$ cat config.mk
export PLATFORM = sky130hd
export DESIGN_NAME = pooling_sequencer_flat
export DESIGN_NICKNAME = d
export VERILOG_FILES = /design/src/rtl/pooling_sequencer_if.sv /design/src/rtl/pooling_sequencer.sv /design/src/flat_wrapper.sv
export SDC_FILE = /design/constraint.sdc
export NUM_CORES = 1
export LEC_CHECK = 0
export BUFFER_PORTS_ARGS = -buffer_cell sky130_fd_sc_hd__buf_4
export CAP_MARGIN = 0
export CORE_MARGIN = 5
export CORE_UTILIZATION = 53
export CTS_CLUSTER_DIAMETER = 30
export DETAILED_ROUTE_END_ITERATION = 10
export GPL_ROUTABILITY_DRIVEN = 0
export PLACE_DENSITY_LB_ADDON = 0.12
export RECOVER_POWER = 100
export SETUP_SLACK_MARGIN = 0.02
export SYNTH_ARGS = -nofsm -noshare
export SYNTH_HDL_FRONTEND = slang
export SYNTH_SLANG_ARGS = --single-unit
$ cat constraint.sdc
create_clock -name CLK -period 4.1 [get_ports CLK]
set_input_delay 1.025 -clock CLK [delete_from_list [all_inputs] [get_ports CLK]]
set_output_delay 1.025 -clock CLK [all_outputs]
set_load 0.03 [all_outputs]
$ cat src/rtl/pooling_sequencer_if.sv
// pooling_sequencer_if
//   Bundles the column-pacing handshake, the per-unit ALU control word, the
//   window strobes and the result handshake between the pooling sequencer
//   and the line buffer / pooling ALU array / downstream accumulator.
//
// Parameters
//   depth    : log2 of the number of ALU units (D = 1 << depth)
//
// Signals
//   inValid  : buffer presents a column
//   inReady  : sequencer accepts the column (fire = inValid && inReady)
//   ctl      : unit i control at [4i+3:4i] = {write,useUpper,useCurrent,useLower}
//   accFirst : fired column opens a horizontal window
//   accLast  : fired column closes a horizontal window
//   outValid : window result ready downstream
//   outReady : downstream accepts the result
//
// Modports
//   master : sequencer side
//   slave  : buffer / ALU array / downstream side
interface pooling_sequencer_if #(
  parameter int depth = 2
);
  localparam int D = 1 << depth;

  logic           inValid;
  logic           inReady;
  logic [4*D-1:0] ctl;
  logic           accFirst;
  logic           accLast;
  logic           outValid;
  logic           outReady;

  modport master (
    input  inValid, outReady,
    output inReady, ctl, accFirst, accLast, outValid
  );

  modport slave (
    output inValid, outReady,
    input  inReady, ctl, accFirst, accLast, outValid
  );
endinterface

$ cat src/rtl/pooling_sequencer.sv
// pooling_sequencer
//   Turns a pooling job (window size K, column count) into per-unit 4-bit
//   control words for a column of D pooling ALUs, paces input columns with a
//   valid/ready handshake, emits window-boundary strobes and holds a one-deep
//   result slot towards downstream.
//
// Parameters
//   depth : log2 of unit count (D = 1 << depth)
//   CW    : width of the column-count configuration
//
// Ports
//   CLK, RESETn     : clock, asynchronous active-low reset
//   start           : job start pulse, only honoured in IDLE
//   cfgK            : window size 1..3 (0 behaves as 1)
//   cfgCols         : number of input columns in the job
//   bus (master)    : inValid/inReady, ctl, accFirst/accLast, outValid/outReady
//   busy            : a job is in progress
//   done            : one-cycle pulse when a job completes
//
// Build option
//   POOL_PAD_EN : when defined, a trailing partial window is closed on the
//                 last column and emitted; otherwise trailing columns are
//                 consumed with write held low and produce no result.
module pooling_sequencer #(
  parameter int depth = 2,
  parameter int CW    = 16
) (
  input  logic                CLK,
  input  logic                RESETn,
  input  logic                start,
  input  logic [1:0]          cfgK,
  input  logic [CW-1:0]       cfgCols,
  pooling_sequencer_if.master bus,
  output logic                busy,
  output logic                done
);
  localparam int D = 1 << depth;

  typedef enum logic [1:0] {IDLE, RUN, FLUSH} state_t;

  state_t         state_q, state_d;
  logic [1:0]     k_q, k_d;
  logic [CW-1:0]  cols_q, cols_d;
  logic [CW-1:0]  col_cnt_q, col_cnt_d;
  logic [1:0]     win_pos_q, win_pos_d;
  logic           out_valid_q, out_valid_d;
  logic           done_q, done_d;

  logic           in_ready;
  logic           fire;
  logic           last_col;
  logic           win_last;
  logic           tail_col;
  logic           acc_hit;
  logic           acc_first;
  logic           acc_last;
  logic [4*D-1:0] ctl_hold;
  logic [4*D-1:0] ctl_wmask;
  logic [4*D-1:0] ctl;

  always_ff @(posedge CLK or negedge RESETn) begin
    if (!RESETn) begin
      state_q     <= IDLE;
      k_q         <= 2'd0;
      cols_q      <= '0;
      col_cnt_q   <= '0;
      win_pos_q   <= 2'd0;
      out_valid_q <= 1'b0;
      done_q      <= 1'b0;
    end else begin
      state_q     <= state_d;
      k_q         <= k_d;
      cols_q      <= cols_d;
      col_cnt_q   <= col_cnt_d;
      win_pos_q   <= win_pos_d;
      out_valid_q <= out_valid_d;
      done_q      <= done_d;
    end
  end

  // Window bookkeeping. A column belongs to a trailing partial window when
  // the columns left from its window start are fewer than K; that is
  // (cols - colCnt + winPos) < K, which holds for every column of that window.
  always_comb begin
    last_col = (col_cnt_q == cols_q - 1'b1);
    win_last = (win_pos_q == k_q - 2'd1);
`ifdef POOL_PAD_EN
    tail_col = 1'b0;
    acc_hit  = win_last || last_col;
`else
    tail_col = ({1'b0, cols_q - col_cnt_q} + {{(CW-1){1'b0}}, win_pos_q})
               < {{(CW-1){1'b0}}, k_q};
    acc_hit  = win_last;
`endif
  end

  always_comb begin
    state_d = state_q;
    case (state_q)
      IDLE:    if (start) state_d = (cfgCols == '0) ? FLUSH : RUN;
      RUN:     if (fire && last_col) state_d = FLUSH;
      FLUSH:   if (!out_valid_q || bus.outReady) state_d = IDLE;
      default: state_d = IDLE;
    endcase
  end

  // Handshake, strobes and the vertical control pattern. The pattern depends
  // only on the latched K; the write bit alone follows fire.
  always_comb begin
    in_ready  = (state_q == RUN) && !(out_valid_q && !bus.outReady);
    fire      = bus.inValid && in_ready;
    acc_first = fire && (win_pos_q == 2'd0);
    acc_last  = fire && acc_hit;
    ctl_hold  = '0;
    ctl_wmask = '0;
    if (state_q == RUN) begin
      for (int i = 0; i < D; i++) begin
        case (k_q)
          2'd2: begin
            if (i % 2 == 0) begin
              ctl_hold[4*i +: 4] = 4'b0011;
              ctl_wmask[4*i+3]   = 1'b1;
            end
          end
          2'd3: begin
            // Centres sit at i%3==1; a unit left alone at the bottom acts
            // as a lone centre without neighbours.
            if (i % 3 == 1) begin
              ctl_hold[4*i +: 4] = (i == D-1) ? 4'b0110 : 4'b0111;
              ctl_wmask[4*i+3]   = 1'b1;
            end else if ((i % 3 == 0) && (i == D-1)) begin
              ctl_hold[4*i +: 4] = 4'b0010;
              ctl_wmask[4*i+3]   = 1'b1;
            end
          end
          default: begin
            ctl_hold[4*i +: 4] = 4'b0010;
            ctl_wmask[4*i+3]   = 1'b1;
          end
        endcase
      end
    end
    ctl = ctl_hold | (ctl_wmask & {(4*D){fire && !tail_col}});
  end

  always_comb begin
    k_d         = k_q;
    cols_d      = cols_q;
    col_cnt_d   = col_cnt_q;
    win_pos_d   = win_pos_q;
    out_valid_d = out_valid_q;
    done_d      = 1'b0;
    if (state_q == IDLE && start) begin
      k_d       = (cfgK == 2'd0) ? 2'd1 : cfgK;
      cols_d    = cfgCols;
      col_cnt_d = '0;
      win_pos_d = 2'd0;
    end
    if (fire) begin
      col_cnt_d = col_cnt_q + 1'b1;
      win_pos_d = acc_last ? 2'd0 : win_pos_q + 2'd1;
    end
    // A closing column can only fire while the slot is empty or draining,
    // so setting takes priority over clearing.
    if (acc_last) begin
      out_valid_d = 1'b1;
    end else if (out_valid_q && bus.outReady) begin
      out_valid_d = 1'b0;
    end
    if (state_q == FLUSH && state_d == IDLE) done_d = 1'b1;
  end

  assign bus.inReady  = in_ready;
  assign bus.ctl      = ctl;
  assign bus.accFirst = acc_first;
  assign bus.accLast  = acc_last;
  assign bus.outValid = out_valid_q;
  assign busy         = (state_q != IDLE);
  assign done         = done_q;
endmodule

$ cat src/flat_wrapper.sv
// flat-port wrapper written by rule: the top's interface ports become plain ports
module pooling_sequencer_flat 
#(
  parameter int depth = 2,
  parameter int CW    = 16
)
  (CLK, RESETn, start, cfgK, cfgCols, busy, done, bus_inValid, bus_outReady, bus_inReady, bus_ctl, bus_accFirst, bus_accLast, bus_outValid);
  pooling_sequencer_if #(.depth(depth)) bus_i ();
  input  logic CLK;
  input  logic RESETn;
  input  logic start;
  input  logic [1:0] cfgK;
  input  logic [CW-1:0] cfgCols;
  output logic busy;
  output logic done;
  input wire logic [$bits(bus_i.inValid)-1:0] bus_inValid;
  input wire logic [$bits(bus_i.outReady)-1:0] bus_outReady;
  output wire logic [$bits(bus_i.inReady)-1:0] bus_inReady;
  output wire logic [$bits(bus_i.ctl)-1:0] bus_ctl;
  output wire logic [$bits(bus_i.accFirst)-1:0] bus_accFirst;
  output wire logic [$bits(bus_i.accLast)-1:0] bus_accLast;
  output wire logic [$bits(bus_i.outValid)-1:0] bus_outValid;
  assign bus_i.inValid = bus_inValid;
  assign bus_i.outReady = bus_outReady;
  assign bus_inReady = bus_i.inReady;
  assign bus_ctl = bus_i.ctl;
  assign bus_accFirst = bus_i.accFirst;
  assign bus_accLast = bus_i.accLast;
  assign bus_outValid = bus_i.outValid;
  pooling_sequencer #(.depth(depth), .CW(CW)) u_core (.CLK(CLK), .RESETn(RESETn), .start(start), .cfgK(cfgK), .cfgCols(cfgCols), .bus(bus_i), .busy(busy), .done(done));
endmodule
# After elaboration in Yosys (flattened, before gate mapping)
# Index checks and enable logic that the tools add are counted.
dict set report classes {
  magnitude_cmp 1
  bitwise 2
  muxes 22
  n_addsub 6
  n_eq_ne 6
  n_reduce_logical 23
}
# op n
set op_table {}
lappend op_table {{16-bit two-way mux} 2}
lappend op_table {{2-bit two-way mux} 9}
lappend op_table {{16-bit by 2-bit adder with 17-bit output} 1}
lappend op_table {{17-bit by 2-bit < comparator with 1-bit output} 1}
lappend op_table {{16-bit by 1-bit adder with 16-bit output, second input constant} 1}
lappend op_table {{16-bit bitwise AND} 1}
lappend op_table {{16-bit == test} 1}
lappend op_table {{16-bit logical NOT} 1}
lappend op_table {{16-bit OR} 1}
lappend op_table {{16-bit by 1-bit subtractor with 16-bit output, second input constant} 1}
lappend op_table {{16-bit subtractor} 1}
lappend op_table {{14-bit two-way mux} 1}
lappend op_table {{1-bit logical AND} 10}
lappend op_table {{2-bit logical NOT} 4}
lappend op_table {{1-bit two-way mux} 7}
lappend op_table {{2-bit == test, second input constant} 3}
lappend op_table {{2-bit one-hot mux with 3 select lines} 1}
lappend op_table {{3-bit one-hot mux with 2 select lines} 1}
lappend op_table {{2-bit nonzero test} 3}
lappend op_table {{1-bit logical NOT} 4}
lappend op_table {{2-bit one-hot mux with 2 select lines} 1}
lappend op_table {{2-bit by 1-bit adder with 2-bit output, second input constant} 1}
lappend op_table {{2-bit by 1-bit == test with 1-bit output, second input constant} 1}
lappend op_table {{2-bit == test} 1}
lappend op_table {{other kinds (2)} 2}
dict set report word_totals {
  wordCells 67
  output_inout_bits 22
  reg_bits 40
  inputBits 23
}

# Logic depth before layout (Yosys ltp)
dict set report depth {
  depth_word 11
  ltp_mapped 15
  mapped_depth_nobuf 14
}

# Worst setup path after synthesis
# Ideal clock, no wire load.
dict set report synth_path {
  path_kind {register -> output}
  from {register u_core.cols_q[0]}
  to {output bus_ctl[15]}
  t_required_ns 3.075
  t_arrival_ns 4.014
  path_stages_with_launch 14
  slack_ns -0.939
  path_buffers 1
  cell_sequence {dfrtp_1 inv_1 ha_1 inv_1 fa_1 a211o_1 a2111oi_0 o211ai_1 a31oi_1 nand3_1 o41ai_1 a2111oi_0 nor4_1 buf_4}
}
dict set report synth_between {
  elab_chain_cells 7
}
# item line
set synth_lines {}
lappend synth_lines {{start, declared} pooling_sequencer.sv:43} ;# logic [CW-1:0] cols_q, cols_d;
lappend synth_lines {{start signal, assigned} pooling_sequencer.sv:73} ;# cols_q <= cols_d;
lappend synth_lines {{16-bit subtractor} pooling_sequencer.sv:91} ;# tail_col = ({1'b0, cols_q - col_cnt_q} + {{(CW-1){1'b0}}, win_pos_q})
lappend synth_lines {{16-bit by 2-bit adder with 17-bit output} pooling_sequencer.sv:91}
lappend synth_lines {{17-bit by 2-bit < comparator with 1-bit output} pooling_sequencer.sv:92} ;# < {{(CW-1){1'b0}}, k_q};
lappend synth_lines {{1-bit logical NOT} pooling_sequencer.sv:143} ;# ctl = ctl_hold | (ctl_wmask & {(4*D){fire && !tail_col}});
lappend synth_lines {{1-bit logical AND} pooling_sequencer.sv:143}
lappend synth_lines {{16-bit bitwise AND} pooling_sequencer.sv:143}
lappend synth_lines {{16-bit OR} pooling_sequencer.sv:143}
lappend synth_lines {{end, declared} flat_wrapper.sv:19} ;# output wire logic [$bits(bus_i.ctl)-1:0] bus_ctl;
# Every way passes these cells.

# Worst setup path after layout
dict set report layout_path {
  from {register u_core.cols_q[0]}
  to {output bus_ctl[7]}
}
# Same word-level chain as after synthesis.

==> run_summary.xml <==
<?xml version="1.0" encoding="UTF-8"?>
<metrics>
  <group name="timing">
    <metric name="post-route-min-period" unit="ps">4650</metric>
    <metric name="timing.fmax" unit="MHz">215</metric>
    <metric name="worst_pin_slew" unit="ps">2100</metric>
    <metric name="finalCritPeriodShare" unit="">1.13</metric>
    <metric name="timing.final.setup_violations" unit="">4</metric>
    <metric name="final.setup_skew" unit="ps">4.64</metric>
    <metric name="finalHoldWorstSlack" unit="ps">550</metric>
    <metric name="final_critical_path_setup_slack" unit="ps">-545</metric>
    <metric name="tns" unit="ps">-2120</metric>
    <metric name="maxSlewHeadroom" unit="">-0.400</metric>
    <metric name="unrepaired_setup_endpoints_after_global_routing" unit="">true</metric>
    <metric name="timing_hold_violations_final" unit="">0</metric>
    <metric name="final_max_slew_viol_count" unit="">41</metric>
  </group>
  <group name="global_route">
    <metric name="first_global_vias" unit="">3394</metric>
    <metric name="antenna_violations_before_repair" unit="">0</metric>
    <metric name="grt_start_max_net_pins" unit="">41</metric>
    <metric name="grt_util_overall" unit="">0.230</metric>
    <metric name="globalRoute.totalOverflow" unit="">0</metric>
    <metric name="grt_first_pass_wirelength" unit="um">15900</metric>
  </group>
  <group name="yosys">
    <metric name="yosysUniqueCellTypes" unit="">59</metric>
    <metric name="synth_enable_flop_cells" unit="">0</metric>
    <metric name="yosysSeqAreaShare" unit="">0.281</metric>
    <metric name="synth.largest_area_cell" unit="">sky130_fd_sc_hd__dfrtp_1</metric>
    <metric name="post-synth-top-area-fraction" unit="">0.281</metric>
    <metric name="synth.top_cells.by_area" unit="">sky130_fd_sc_hd__dfrtp_1, sky130_fd_sc_hd__ha_1, sky130_fd_sc_hd__mux2_2</metric>
    <metric name="ys_dominant_reg_cell" unit="">sky130_fd_sc_hd__dfrtp_1</metric>
    <metric name="number_of_instances_in_the_synthesized_netlist" unit="">423</metric>
    <metric name="yosys_warnings" unit="">0</metric>
    <metric name="asyncSetResetFlopFracSynth" unit="">1.00</metric>
    <metric name="synth_seq_cells" unit="">40</metric>
    <metric name="syn-mean-instance-area" unit="sq um">8.42</metric>
    <metric name="synth.cell_area" unit="sq mm">0.00356</metric>
  </group>
  <group name="setup_path">
    <metric name="worst-setup-path-type" unit="">reg -&gt; out</metric>
    <metric name="crit_path_max_fanout" unit="">2</metric>
    <metric name="worst_setup_path_end_kind" unit="">primary output</metric>
    <metric name="worstSetupStartpointType" unit="">flip-flop</metric>
    <metric name="timing.critical_path.arrival" unit="ps">3620</metric>
    <metric name="r2r_setup_slack" unit="ps">480</metric>
    <metric name="count_of_cells_along_the_worst_register_to_register_path" unit="">12</metric>
    <metric name="worstReg2RegEnd" unit="">u_core.state_q[0]</metric>
    <metric name="required" unit="ps">3070</metric>
    <metric name="reg2reg_from" unit="">u_core.cols_q[1]</metric>
  </group>
  <group name="power_and_ir_drop">
    <metric name="cellLeakagePower" unit="nW">2.13</metric>
    <metric name="peakVddDrop" unit="V">0.000290</metric>
    <metric name="total_power" unit="mW">1.72</metric>
    <metric name="cellPowerDensity" unit="mW/mm^2">375</metric>
  </group>
  <group name="route">
    <metric name="detailroute.wirelength.met3" unit="um">500</metric>
    <metric name="drt.antenna.violating_nets" unit="">0</metric>
    <metric name="avgRoutedWirePerCell" unit="um">15.6</metric>
    <metric name="drt_pre_antenna_iters" unit="">4</metric>
    <metric name="first_iteration_detailed_routing_drc_count" unit="">159</metric>
    <metric name="via_count" unit="">3502</metric>
    <metric name="route.met2.wl" unit="um">4410</metric>
    <metric name="highest-signal-layer" unit="">met4</metric>
    <metric name="route.detailed.drc" unit="">0</metric>
    <metric name="met1Wirelength" unit="um">4350</metric>
    <metric name="vias_per_cell" unit="">5.82</metric>
    <metric name="detail_route.wirelength" unit="um">9410</metric>
  </group>
  <group name="clock_network">
    <metric name="clock_sinks" unit="">40</metric>
    <metric name="cts_max_path_buffers" unit="">2</metric>
    <metric name="cts.root.buffer_cell" unit="">sky130_fd_sc_hd__clkbuf_8</metric>
    <metric name="worst_setup_hold_path_clk_slew" unit="ps">80</metric>
    <metric name="tritoncts.num_buffers" unit="">5</metric>
    <metric name="htree_num_levels" unit="">2</metric>
    <metric name="cts_tree" unit="">yes</metric>
    <metric name="worst_skew_pair.late_latency" unit="ps">290</metric>
  </group>
  <group name="layout">
    <metric name="final_core_util" unit="">0.709</metric>
    <metric name="commonest_cells_after_routing_fill_and_taps_aside" unit="">sky130_fd_sc_hd__buf_4, sky130_fd_sc_hd__dfrtp_1, sky130_fd_sc_hd__nor2_1, sky130_fd_sc_hd__o21ai_0, sky130_fd_sc_hd__inv_1</metric>
    <metric name="areaGrowthSynthToFinish" unit="%">28.6</metric>
    <metric name="num-nets-final" unit="">573</metric>
    <metric name="final-instance-count-excl-fill" unit="">602</metric>
    <metric name="antennaDiodeCount" unit="">0</metric>
    <metric name="fin_area" unit="sq mm">0.00458</metric>
    <metric name="layout.cells.most_common" unit="">sky130_fd_sc_hd__buf_4</metric>
    <metric name="final_layout_size_suffix_gt1_frac" unit="">0.284</metric>
  </group>
  <group name="place">
    <metric name="placed_cell_area" unit="sq mm">0.00445</metric>
    <metric name="place_worst_setup_slack" unit="ps">-380</metric>
    <metric name="place.detailed.hpwl" unit="um">7560</metric>
    <metric name="dpl.cell_count" unit="">590</metric>
    <metric name="placement.io_buffers" unit="">40</metric>
  </group>
  <group name="min_path">
    <metric name="hp-start" unit="">u_core.bus.outValid</metric>
    <metric name="min_path_type" unit="">reg -&gt; reg</metric>
    <metric name="hold_end" unit="">u_core.bus.outValid</metric>
    <metric name="worstHoldPathCells" unit="">2</metric>
  </group>
  <group name="outcome">
    <metric name="status" unit="">finished, violations left</metric>
    <metric name="failed_checks" unit="">capacitance limit, slew limit, setup timing</metric>
  </group>
  <group name="floorplanning">
    <metric name="die_w" unit="um">92.0</metric>
    <metric name="core_area" unit="sq mm">0.00646</metric>
    <metric name="die_h" unit="um">92.0</metric>
    <metric name="ioPinCount" unit="">45</metric>
    <metric name="initial_utilization" unit="">0.551</metric>
    <metric name="die_area" unit="sq mm">0.00846</metric>
    <metric name="fp_rows" unit="">29</metric>
  </group>
  <group name="run">
    <metric name="timing.max_cap.violations" unit="">1</metric>
  </group>
</metrics>
-- per-layer routing --
metal | track usage | vias up
met5 | 0 | -
met4 | 0.0718 | 0
met3 | 0.0327 | 14
met2 | 0.373 | 105
met1 | 0.317 | 1641
li1 | - | 1742
-- repair_timing --
action / 4_1_cts / 5_1_grt
setup endpoints to repair: 4 / 4
endpoints found under the hold margin: 0 / 0
resized for setup: 9 / 5
setup buffers: 5 / 1
hold buffers: 0 / 0
pin swaps: 5 / 6
-- synth_stat cells, types with 3 or more instances --
cell,instances
sky130_fd_sc_hd__a21o_1,7
sky130_fd_sc_hd__o41ai_1,3
sky130_fd_sc_hd__o21a_1,5
sky130_fd_sc_hd__buf_4,10
sky130_fd_sc_hd__a2111oi_0,3
sky130_fd_sc_hd__xor2_1,12
sky130_fd_sc_hd__nand3_1,21
sky130_fd_sc_hd__clkbuf_1,7
sky130_fd_sc_hd__nor3b_1,4
sky130_fd_sc_hd__a211oi_1,6
sky130_fd_sc_hd__nor4_1,10
sky130_fd_sc_hd__a211o_1,5
sky130_fd_sc_hd__and2_1,7
sky130_fd_sc_hd__mux2i_1,3
sky130_fd_sc_hd__nor2b_1,3
sky130_fd_sc_hd__o21ai_0,29
sky130_fd_sc_hd__xnor2_1,19
sky130_fd_sc_hd__or2_2,3
sky130_fd_sc_hd__ha_1,24
sky130_fd_sc_hd__a31oi_1,8
sky130_fd_sc_hd__nand4_1,10
sky130_fd_sc_hd__nor2_1,30
sky130_fd_sc_hd__dfrtp_1,40
sky130_fd_sc_hd__nor3_1,13
sky130_fd_sc_hd__o211ai_1,3
sky130_fd_sc_hd__mux2_2,17
sky130_fd_sc_hd__and3_1,4
sky130_fd_sc_hd__or3_1,5
sky130_fd_sc_hd__nand2_1,26
sky130_fd_sc_hd__a21oi_1,15
sky130_fd_sc_hd__nand2b_1,7
sky130_fd_sc_hd__inv_1,31
-- layout make-up --
type / count / area, sq um
flip-flops and latches: 40 / 1000
inverters: 31 / 116
multi-input cells: 335 / 2490
well taps: 77 / 96.3
clock buffers: 8 / 90.1
repair buffers: 111 / 781
fillers: 522 / 1880
-- cells by family (layout without fill, tap and decap cells) --
| family | after synthesis | in the layout | synth area share |
|---|---|---|---|
| AOI/OAI and AO/OA | 97 | 97 | 0.180 |
| xor gates and xnor gates | 31 | 31 | 0.0763 |
| adders and majority gates | 26 | 26 | 0.0956 |
| buffers and inverters | 51 | 150 | 0.0647 |
| DFF | 40 | 40 | 0.281 |
| muxes | 20 | 20 | 0.0622 |
| other | 1 | 4 | 0.00105 |
| and+or+nand+nor | 157 | 157 | 0.239 |
-- power breakdown --
group          internal, mW  total, mW  switching [mW]  leakage (nW)
combinational         0.467       1.01           0.542          1.55
clock                 0.137      0.268           0.131        0.0455
sequential            0.419      0.441          0.0213         0.541
-- how the worst max path moves through the flow --
stage	startpoint	end	slack, ps	cells after the start
after floorplan	u_core.cols_q[0]	bus_ctl[11]	-390	13
after CTS	u_core.cols_q[0]	bus_ctl[15]	-540	15
after detailed placement	u_core.cols_q[0]	bus_ctl[15]	-380	16
after global routing	u_core.col_cnt_q[5]	bus_ctl[11]	-630	14
final	u_core.cols_q[0]	bus_ctl[7]	-550	16
after global placement	u_core.cols_q[0]	bus_ctl[3]	-370	16
-- sequential cells by signal, summed over array words and instances, names as in the netlist --
signal / cells
u_core.k_q: 2
u_core.win_pos_q: 2
u_core.cols_q: 16
u_core.state_q: 2
u_core.done: 1
u_core.col_cnt_q: 16
u_core.bus.outValid: 1
-- critical path, cell delays in order (launching register included) --
cell                        delay, ps
sky130_fd_sc_hd__dfrtp_1          390
sky130_fd_sc_hd__inv_2             80
sky130_fd_sc_hd__ha_4             140
sky130_fd_sc_hd__inv_2             40
sky130_fd_sc_hd__fa_2             530
sky130_fd_sc_hd__inv_2             40
sky130_fd_sc_hd__fa_2             530
sky130_fd_sc_hd__inv_2             40
sky130_fd_sc_hd__ha_4             200
sky130_fd_sc_hd__a21oi_2          190
sky130_fd_sc_hd__o21ai_1          100
sky130_fd_sc_hd__nor3_1           220
sky130_fd_sc_hd__nand4_1          190
sky130_fd_sc_hd__a2111oi_4        220
sky130_fd_sc_hd__buf_4            200
sky130_fd_sc_hd__nor4_4            50
sky130_fd_sc_hd__buf_4            180
Note: power is estimated with default switching activity, not from simulation.
